$ cat config.mk
export PLATFORM = sky130hd
export DESIGN_NAME = hwpe_stream_burst_scheduler
export DESIGN_NICKNAME = d
export VERILOG_FILES = /design/src/rtl/hwpe_stream_burst_scheduler.sv
export SDC_FILE = /design/constraint.sdc
export NUM_CORES = 1
export LEC_CHECK = 0
export ABC_AREA = 1
export BUFFER_PORTS_ARGS = -buffer_cell sky130_fd_sc_hd__buf_2
export CAP_MARGIN = 20
export CORE_MARGIN = 2
export CORE_UTILIZATION = 25
export DETAILED_ROUTE_END_ITERATION = 7
export SLEW_MARGIN = 10
export SYNTH_ARGS = -nofsm -noshare
export SYNTH_HDL_FRONTEND = slang
export SYNTH_SLANG_ARGS = --single-unit
$ cat constraint.sdc
create_clock -name clk_i -period 2.03 [get_ports clk_i]
set_clock_uncertainty 0.05 [all_clocks]
set_input_delay 0.406 -clock clk_i [delete_from_list [all_inputs] [get_ports clk_i]]
set_output_delay 0.406 -clock clk_i [all_outputs]
set_load 0.03 [all_outputs]
$ cat src/rtl/hwpe_stream_burst_scheduler.sv
// Round-robin burst scheduler: one granted input owns the output stream for a full burst.
// Define HWPE_STREAM_BURST_SCHEDULER_PRIO_EN to give stream 0 fixed priority over the rotation.
module hwpe_stream_burst_scheduler #(
  parameter int NB_IN           = 4,
  parameter int DATA_WIDTH      = 32,
  parameter int BURST_CNT_WIDTH = 8
) (
  input  logic                             clk_i,
  input  logic                             rst_i,
  input  logic                             clear_i,
  input  logic                             enable_i,
  input  logic [BURST_CNT_WIDTH-1:0]       burst_len_i,
  input  logic [NB_IN-1:0]                 req_mask_i,
  input  logic [NB_IN-1:0]                 push_valid_i,
  input  logic [NB_IN*DATA_WIDTH-1:0]      push_data_i,
  input  logic [NB_IN*(DATA_WIDTH/8)-1:0]  push_strb_i,
  output logic [NB_IN-1:0]                 push_ready_o,
  output logic                             pop_valid_o,
  output logic [DATA_WIDTH-1:0]            pop_data_o,
  output logic [DATA_WIDTH/8-1:0]          pop_strb_o,
  input  logic                             pop_ready_i,
  output logic [NB_IN-1:0]                 grant_o,
  output logic                             busy_o,
  output logic                             burst_done_o,
  output logic                             state_o
);

  localparam int IDX_W  = (NB_IN > 1) ? $clog2(NB_IN) : 1;
  localparam int STRB_W = DATA_WIDTH / 8;

  // Stream handshake: a beat moves on a cycle where pop_valid_o and pop_ready_i are both high;
  // the granted push_ready_o mirrors pop_ready_i, all other inputs see ready low.
  typedef enum logic {
    IDLE  = 1'b0,
    BURST = 1'b1
  } state_t;

  state_t                     state_q, state_d;
  logic [NB_IN-1:0]           grant_q;
  logic [IDX_W-1:0]           gidx_q;
  logic [IDX_W-1:0]           ptr_q;
  logic [BURST_CNT_WIDTH-1:0] cnt_q;
  logic [BURST_CNT_WIDTH-1:0] len_q;
  logic                       done_q;

  logic [NB_IN-1:0]           req;
  logic                       win_found;
  logic [IDX_W-1:0]           win_idx;
  logic [IDX_W:0]             cand_sum;
  logic                       handshake;
  logic                       last_beat;
  logic                       grant_load;
  logic                       burst_end;

  assign req = push_valid_i & req_mask_i;

  // Scan upward from ptr+1 with wrap; the first requester wins.
  always_comb begin
    win_found = 1'b0;
    win_idx   = '0;
    cand_sum  = '0;
    for (int off = 1; off <= NB_IN; off++) begin
      cand_sum = {1'b0, ptr_q} + (IDX_W+1)'(off);
      if (cand_sum >= (IDX_W+1)'(NB_IN)) cand_sum = cand_sum - (IDX_W+1)'(NB_IN);
      if (!win_found && req[cand_sum[IDX_W-1:0]]) begin
        win_found = 1'b1;
        win_idx   = cand_sum[IDX_W-1:0];
      end
    end
`ifdef HWPE_STREAM_BURST_SCHEDULER_PRIO_EN
    if (req[0]) win_idx = '0;
`endif
  end

  // grant_q is zero outside BURST, so the mux and readys fall to zero in IDLE on their own.
  always_comb begin
    pop_valid_o = 1'b0;
    pop_data_o  = '0;
    pop_strb_o  = '0;
    for (int i = 0; i < NB_IN; i++) begin
      if (grant_q[i]) begin
        pop_valid_o = push_valid_i[i];
        pop_data_o  = push_data_i[i*DATA_WIDTH +: DATA_WIDTH];
        pop_strb_o  = push_strb_i[i*STRB_W +: STRB_W];
      end
    end
  end

  assign push_ready_o = grant_q & {NB_IN{pop_ready_i}};
  assign handshake    = pop_valid_o & pop_ready_i;
  // A latched length of 0 wraps to all-ones here, giving 2^BURST_CNT_WIDTH beats.
  assign last_beat    = (cnt_q == len_q - BURST_CNT_WIDTH'(1));

  always_comb begin
    state_d    = state_q;
    grant_load = 1'b0;
    burst_end  = 1'b0;
    case (state_q)
      IDLE: begin
        if (enable_i && win_found) begin
          state_d    = BURST;
          grant_load = 1'b1;
        end
      end
      BURST: begin
        if (handshake && last_beat) begin
          state_d   = IDLE;
          burst_end = 1'b1;
        end
      end
      default: state_d = IDLE;
    endcase
  end

  always_ff @(posedge clk_i) begin
    if (rst_i || clear_i) state_q <= IDLE;
    else                  state_q <= state_d;
  end

  always_ff @(posedge clk_i) begin
    if (rst_i || clear_i) begin
      grant_q <= '0;
      gidx_q  <= '0;
      cnt_q   <= '0;
      len_q   <= '0;
      ptr_q   <= IDX_W'(NB_IN-1);
      done_q  <= 1'b0;
    end else begin
      done_q <= burst_end;
      if (grant_load) begin
        grant_q <= {{(NB_IN-1){1'b0}}, 1'b1} << win_idx;
        gidx_q  <= win_idx;
        len_q   <= burst_len_i;
        cnt_q   <= '0;
      end else if (burst_end) begin
        grant_q <= '0;
        cnt_q   <= '0;
`ifdef HWPE_STREAM_BURST_SCHEDULER_PRIO_EN
        if (gidx_q != '0) ptr_q <= gidx_q;
`else
        ptr_q <= gidx_q;
`endif
      end else if (handshake) begin
        cnt_q <= cnt_q + BURST_CNT_WIDTH'(1);
      end
    end
  end

  assign grant_o      = grant_q;
  assign busy_o       = (state_q == BURST);
  assign burst_done_o = done_q;
  assign state_o      = (state_q == BURST);

endmodule

==> results of run 1 <==
## timing repair
| item | 4_1_cts | 5_1_grt |
|---|---|---|
| pin swaps | 0 | 6 |
| endpoints found under the setup margin | 35 | 61 |
| hold endpoints to repair | 0 | 0 |
| setup buffers | 1 | 10 |
| gates cloned | 0 | 6 |
| gates resized for setup | 51 | 106 |
## cell type report
class / count / area, um2 / area share (%)
Multi-Input combinational cell: 347 / 2880 / 52.7
Tap cell: 136 / 170 / 3.12
Clock buffer: 4 / 55.1 / 1.01
Sequential cell: 26 / 537 / 9.83
Inverter: 35 / 140 / 2.57
Timing Repair Buffer: 244 / 1680 / 30.8
## flip-flops by register name, summed over array words and instances (netlist names)
name and count:
grant_o 4, burst_done_o 1, len_q 8, ptr_q 2
busy_o 1, gidx_q 2, cnt_q 8
## kinds of logic (layout without fill, tap and decap cells)
logic type	after synthesis	after routing	synth area share (%)
xor+xnor	14	14	4.60
flops	26	26	19.5
fa+ha+maj	2	2	0.939
simple gates	241	241	39.5
buf+inv	62	283	9.49
mux	1	1	0.423
compound gates	89	89	25.5
## metrics by stage
stage                     cell area (um2)  setup slack (ps)  setup TNS, ps  std cells
final                                5460             -51.2           -240        792
after global placement               4420               131              0        771
after floorplan                      3130             -72.6          -72.6        435
after CTS                            4760             -14.9          -35.5        776
after global routing                 5460              -107          -1740        792
after detailed placement             4420              32.0              0        771
## worst paths after layout
check,startpoint,to
max,grant_o[1],pop_data_o[21]
min,clear_i,burst_done_o
max reg2reg,grant_o[0],ptr_q[1]
min reg2reg,len_q[7],len_q[7]
## worst reg2reg max path: stages (launching register included)
cell and delay (ps):
dfxtp_4 380, inv_4 40, nor2_4 110, buf_12 150, buf_12 170, nand2_2 70, nand2_2 60, nand2_2 60
nand2_4 100, nand2_4 100, nor3_4 180, buf_4 150, nand4_1 80, nand2_1 70, inv_1 30
## cells in the mapped netlist, drive strengths merged, types with 4 or more instances
cell type / instances / area, um2
nand2: 129 / 517
nor2: 58 / 225
nand3: 39 / 195
a221oi: 36 / 315
o31ai: 36 / 270
inv: 35 / 131
dfxtp: 26 / 521
clkbuf: 22 / 82.6
xor2: 11 / 96.3
o21ai: 9 / 45.0
nand4: 8 / 56.3
nor3: 6 / 51.3
buf: 5 / 38.8
a21oi: 4 / 20.0
## power groups by stage
stage / clock network (mW) / registers [mW] / logic, mW
floorplan: 0 / 0.541 / 0.293
global placement: 0 / 0.539 / 0.542
detailed placement: 0 / 0.540 / 0.550
CTS: 0.345 / 0.525 / 0.598
global route: 0.365 / 0.525 / 0.765
finish: 0.334 / 0.524 / 0.718
## layer usage
layer,vias up,GRT usage (%)
met4,0,4.45
met1,1847,22.5
li1,1960,-
met5,-,0
met2,164,35.4
met3,23,3.22
==> qor.csv, run 1 <==
stage,metric,value,unit
pwr,internal-power,1.02,mW
cells_and_area,layout_commonest_cell,buf_2,
critical_path,worstSetupEndpointType,primary output,
routing,wl_met3,817,um
critical_path,cp_top_family,buffers and inverters,
routing,first_pass_iters,7,
critical_path,cp_slowest_cell,dfxtp_4,
place,finalWeightedCongestion,0.883,
global_route,grt_pass1_wl,18000,um
clocking,clock_latency,270,ps
routing,wl_met1,5310,um
clocking,tritoncts,built,
floorplan,coreArea,10300,um2
pwr,p_clk_share,21.2,%
clocking,clkTransAtPathRegs,90,ps
synthesis,async_reset_ff_share,0,%
routing,avgViaCountPerCell,5.04,
synthesis,synth_edf_count,0,
routing,wl,13400,um
job,cap_violations,0,
routing,wl_met2,6990,um
critical_path,cp_common_cell,buf_12,
timing,drv_slew,0,
cells_and_area,fillers,970,
synthesis,synth.avg_cell_area,6.12,um2
pwr,p_seq_share,33.2,%
synthesis,syn_nets,602,
floorplan,ios,213,
floorplan,initial_core_util,25.8,%
synthesis,ys_seq_elements,26,
cells_and_area,final_util,52.9,%
routing,remaining_drc_errors,0,
pwr,power.density,289,nW/um2
clocking,clkSinkCount,26,
floorplan,die_h,107,um
place,port_buffers,212,
status,status,finished with violations,
critical_path,crit_chain,nor2_4 -> buf_12 -> buf_12 -> a221oi_2 -> o31ai_4 -> clkbuf_4,
critical_path,rrSetupSlack,150,ps
pwr,p_comb_share,45.6,%
routing,first_iter_violations,247,
critical_path,crit_fanout,11,
pwr,max-vdd-ir-drop,0.000209,V
global_route,antenna_found_initial,0,
synthesis,ys.warnings.count,0,
global_route,grt_pass1_vias,3799,
floorplan,fp.dieArea,11500,um2
synthesis,ys_types,31,
place,hpwlAfterDp,9610,um
cells_and_area,syn2layout_area_growth,105,%
global_route,overflow,0,
critical_path,critPathMaxStageDelay,420,ps
timing,hold_viol,0,
critical_path,arrival,1630,ps
cells_and_area,num_antenna_cells,0,
critical_path,crit_type,reg2out,
critical_path,setup.worst_path.start_class,flop,
floorplan,fp.dieW,107,um
hold_path,hp-class,in2reg,
timing,period_share,103,%
synthesis,synth_flop_cell,dfxtp_1,
timing,finalSetupViolCount,11,
routing,avgRoutedWirePerCell,16.9,um
timing,tightestPinTransition,346,ps
pwr,leakagePower,2.57,nW
status,violations,negative setup slack,
pwr,p_switching,0.557,mW
timing,hold-worst-slack,259,ps
critical_path,crit_buf_inv,3,
global_route,grt_usage,19.0,%
clocking,cts_buffers,3,
clocking,clk_root_buffer_cell,clkbuf_8,
global_route,grt_max_degree,37,
cells_and_area,drive_gt1_share,53.0,%
synthesis,syn_area,2660,um2
routing,top_layer_used,met4,
hold_path,worstHoldPathCells,2,
floorplan,rows,37,
timing,fmax,481,MHz
pwr,swShare,35.3,%
cells_and_area,nets,824,
synthesis,yosysSeqAreaShare,19.5,%
timing,fin_ws,-51.2,ps
clocking,clockBufferDepth,2,
pwr,power.total,1.58,mW
timing,slew_headroom,76.8,%
clocking,cts_hold_buf,0,
critical_path,cp.depth,6,
timing,rsz0062_at_grt,yes,
synthesis,synthCells,435,
timing,min_period,2080,ps
routing,vias,3994,
clocking,cts-htree-levels,1,
critical_path,worstPathRequired,1570,ps
routing,antenna_left,0,
cells_and_area,layout_common_cells,"180 x buf_2, 119 x nand2_1, 56 x nor2_1, 39 x nand3_1, 32 x o31ai_4",
critical_path,r2r_cells,14,
No activity file was read; power rests on OpenSTA's default activity.
==> run 2: changes to the inputs <==
--- a/config.mk
+++ b/config.mk
@@ -11,6 +11,8 @@
 export CORE_MARGIN = 2
 export CORE_UTILIZATION = 25
 export DETAILED_ROUTE_END_ITERATION = 7
+export MAX_ROUTING_LAYER = met4
+export SKIP_CTS_REPAIR_TIMING = 1
 export SLEW_MARGIN = 10
 export SYNTH_ARGS = -nofsm -noshare
 export SYNTH_HDL_FRONTEND = slang
==> run 2 against run 1 <==
The run still ends with negative setup slack left. Design area shrank 5.7%. Die area stayed put. Sequential power barely moved. Cell count decreased by 0.76%. Critical endpoint is now pop_data_o[31].
==> qor.csv, run 2 (synthesis gave the netlist of run 1 again) <==
stage,metric,value,unit,change
pwr,max-vdd-ir-drop,0.000210,V,was 0.000209 V
routing,vias,3913,,was 3994
clocking,clockBufferDepth,2,,unchanged
timing,hold-worst-slack,259,ps,about the same
clocking,clkSinkCount,26,,unchanged
global_route,grt_util_met2,32.9,%,was 35.4%
cells_and_area,drive_gt1_share,51.4,%,was 53.0%
cells_and_area,syn2layout_area_growth,93.3,%,was 105%
place,placed_cells,771,,unchanged
place,port_buffers,212,,unchanged
global_route,grt_pass1_wl,17400,um,was 18000 um
status,status,finished with violations,,unchanged
routing,first_iter_violations,235,,was 247
routing,first_pass_iters,4,,was 7
floorplan,fp.dieArea,11500,um2,unchanged
place,hpwlAfterDp,9610,um,unchanged
hold_path,hp-class,in2reg,,unchanged
timing,hold_viol,0,,unchanged
clocking,clock_latency,270,ps,about the same
status,violations,negative setup slack,,unchanged
cells_and_area,final_util,49.9,%,was 52.9%
floorplan,fp.dieW,107,um,unchanged
cells_and_area,layout_commonest_cell,buf_2,,unchanged
global_route,grt_pass1_vias,3645,,was 3799
routing,remaining_drc_errors,0,,unchanged
timing,period_share,104,%,was 103%
timing,rsz0062_at_grt,yes,,unchanged
timing,min_period,2110,ps,was 2080 ps
floorplan,initial_core_util,25.8,%,unchanged
critical_path,rrSetupSlack,90,ps,was 150 ps
critical_path,crit_fanout,8,,was 11
timing,tightestPinTransition,437,ps,was 346 ps
routing,antenna_left,0,,unchanged
timing,drv_slew,0,,unchanged
global_route,grt_max_degree,37,,unchanged
floorplan,coreArea,10300,um2,unchanged
pwr,power.density,296,nW/um2,was 289 nW/um2
timing,finalSetupViolCount,28,,was 11
floorplan,rows,37,,unchanged
global_route,use_met1,22.8,%,was 22.5%
timing,fmax,475,MHz,was 481 MHz
critical_path,critPathMaxStageDelay,370,ps,was 420 ps
clocking,cts-htree-levels,1,,unchanged
job,cap_violations,0,,unchanged
timing,slew_headroom,70.9,%,was 76.8%
clocking,clk_root_buffer_cell,clkbuf_8,,unchanged
cells_and_area,fillers,1016,,was 970
critical_path,r2r-start,grant_o[0],,unchanged
timing,fin_ws,-76.6,ps,was -51.2 ps
global_route,top_usage_layer,met2,,unchanged
critical_path,cp_slowest_cell,dfxtp_4,,unchanged
hold_path,hp-start,clear_i,,unchanged
cells_and_area,num_antenna_cells,0,,unchanged
critical_path,arrival,1650,ps,was 1630 ps
global_route,grt_usage,18.8,%,was 19.0%
critical_path,setup.worst_path.start_class,flop,,unchanged
global_route,use_met3,2.67,%,was 3.22%
global_route,antenna_found_initial,0,,unchanged
critical_path,crit_chain,inv_4 -> nor2_4 -> buf_12 -> clkbuf_16 -> a221oi_2 -> o31ai_2 -> buf_4,,was nor2_4 -> buf_12 -> buf_12 -> a221oi_2 -> o31ai_4 -> clkbuf_4
clocking,clkTransAtPathRegs,90,ps,about the same
pwr,power.total,1.53,mW,was 1.58 mW
global_route,overflow,0,,unchanged
pwr,leakagePower,2.47,nW,was 2.57 nW
critical_path,worstPathRequired,1570,ps,about the same
critical_path,worstSetupEndpointType,primary output,,unchanged
floorplan,ios,213,,unchanged
floorplan,die_h,107,um,unchanged
cells_and_area,layout_common_cells,"183 x buf_2, 119 x nand2_1, 56 x nor2_1, 39 x nand3_1, 32 x o31ai_4",,"was 180 x buf_2, 119 x nand2_1, 56 x nor2_1, 39 x nand3_1, 32 x o31ai_4"
critical_path,startpoint,grant_o[0],,was grant_o[1]
cells_and_area,fin_cells,786,,was 792
routing,avgRoutedWirePerCell,15.9,um,was 16.9 um
critical_path,crit_type,reg2out,,unchanged
clocking,cts_buffers,3,,unchanged
clocking,tritoncts,built,,unchanged
routing,avgViaCountPerCell,4.98,,was 5.04
place,finalWeightedCongestion,0.898,,was 0.883
cells_and_area,nets,818,,was 824
routing,wl,12500,um,was 13400 um
-- run 2: cell count changes in the layout (fill, tap and decap cells not counted), sizes merged --
cell    before  now
clkbuf      10    7
buf        238  234
nand2      129  130
-- run 2: per-stage QoR --
step	setup WS, ps	instance area, um2	setup TNS [ps]
global placement	131	4420	0
global route	-155	5150	-3690
finish	-76.6	5150	-697
floorplan	-72.6	3130	-72.6
CTS	-148	4480	-2680
detailed placement	32.0	4420	0
-- run 2: cell type report --
cell class / count / area [um2] / area share (%)
repair buffers: 237 / 1530 / 29.7
flip-flops and latches: 26 / 537 / 10.4
clock buffers: 4 / 55.1 / 1.07
inverters: 35 / 140 / 2.72
well taps: 136 / 170 / 3.30
multi-input cells: 348 / 2720 / 52.8
-- run 2: path summary, 6_finish.rpt --
path                    endpoint  cells past startpoint
hold / removal      burst_done_o                      2
setup / recovery  pop_data_o[31]                      7
setup reg to reg        ptr_q[1]                     14
hold reg to reg         len_q[7]                      2
-- run 2: metal layers --
metal / vias up / share of wire, %
met1: 1810 / 41
li1: 1948 / -
met5: - / 0
met2: 134 / 52
met3: 21 / 5.6
met4: 0 / 1.8
-- run 2: report_power, final --
group / switching, mW / leakage (nW) / total [mW] / internal [mW]
sequential: 0.0105 / 0.214 / 0.525 / 0.514
combinational: 0.361 / 2.23 / 0.668 / 0.307
clock: 0.159 / 0.0288 / 0.332 / 0.173
-- run 2: worst max-delay path, delay by kind of cell (launching register included) --
family	cells	cell delay (ps)
and+or+nand+nor	1	150
buffers and inverters	4	550
AOI/OAI and AO/OA	2	300
DFF	1	370
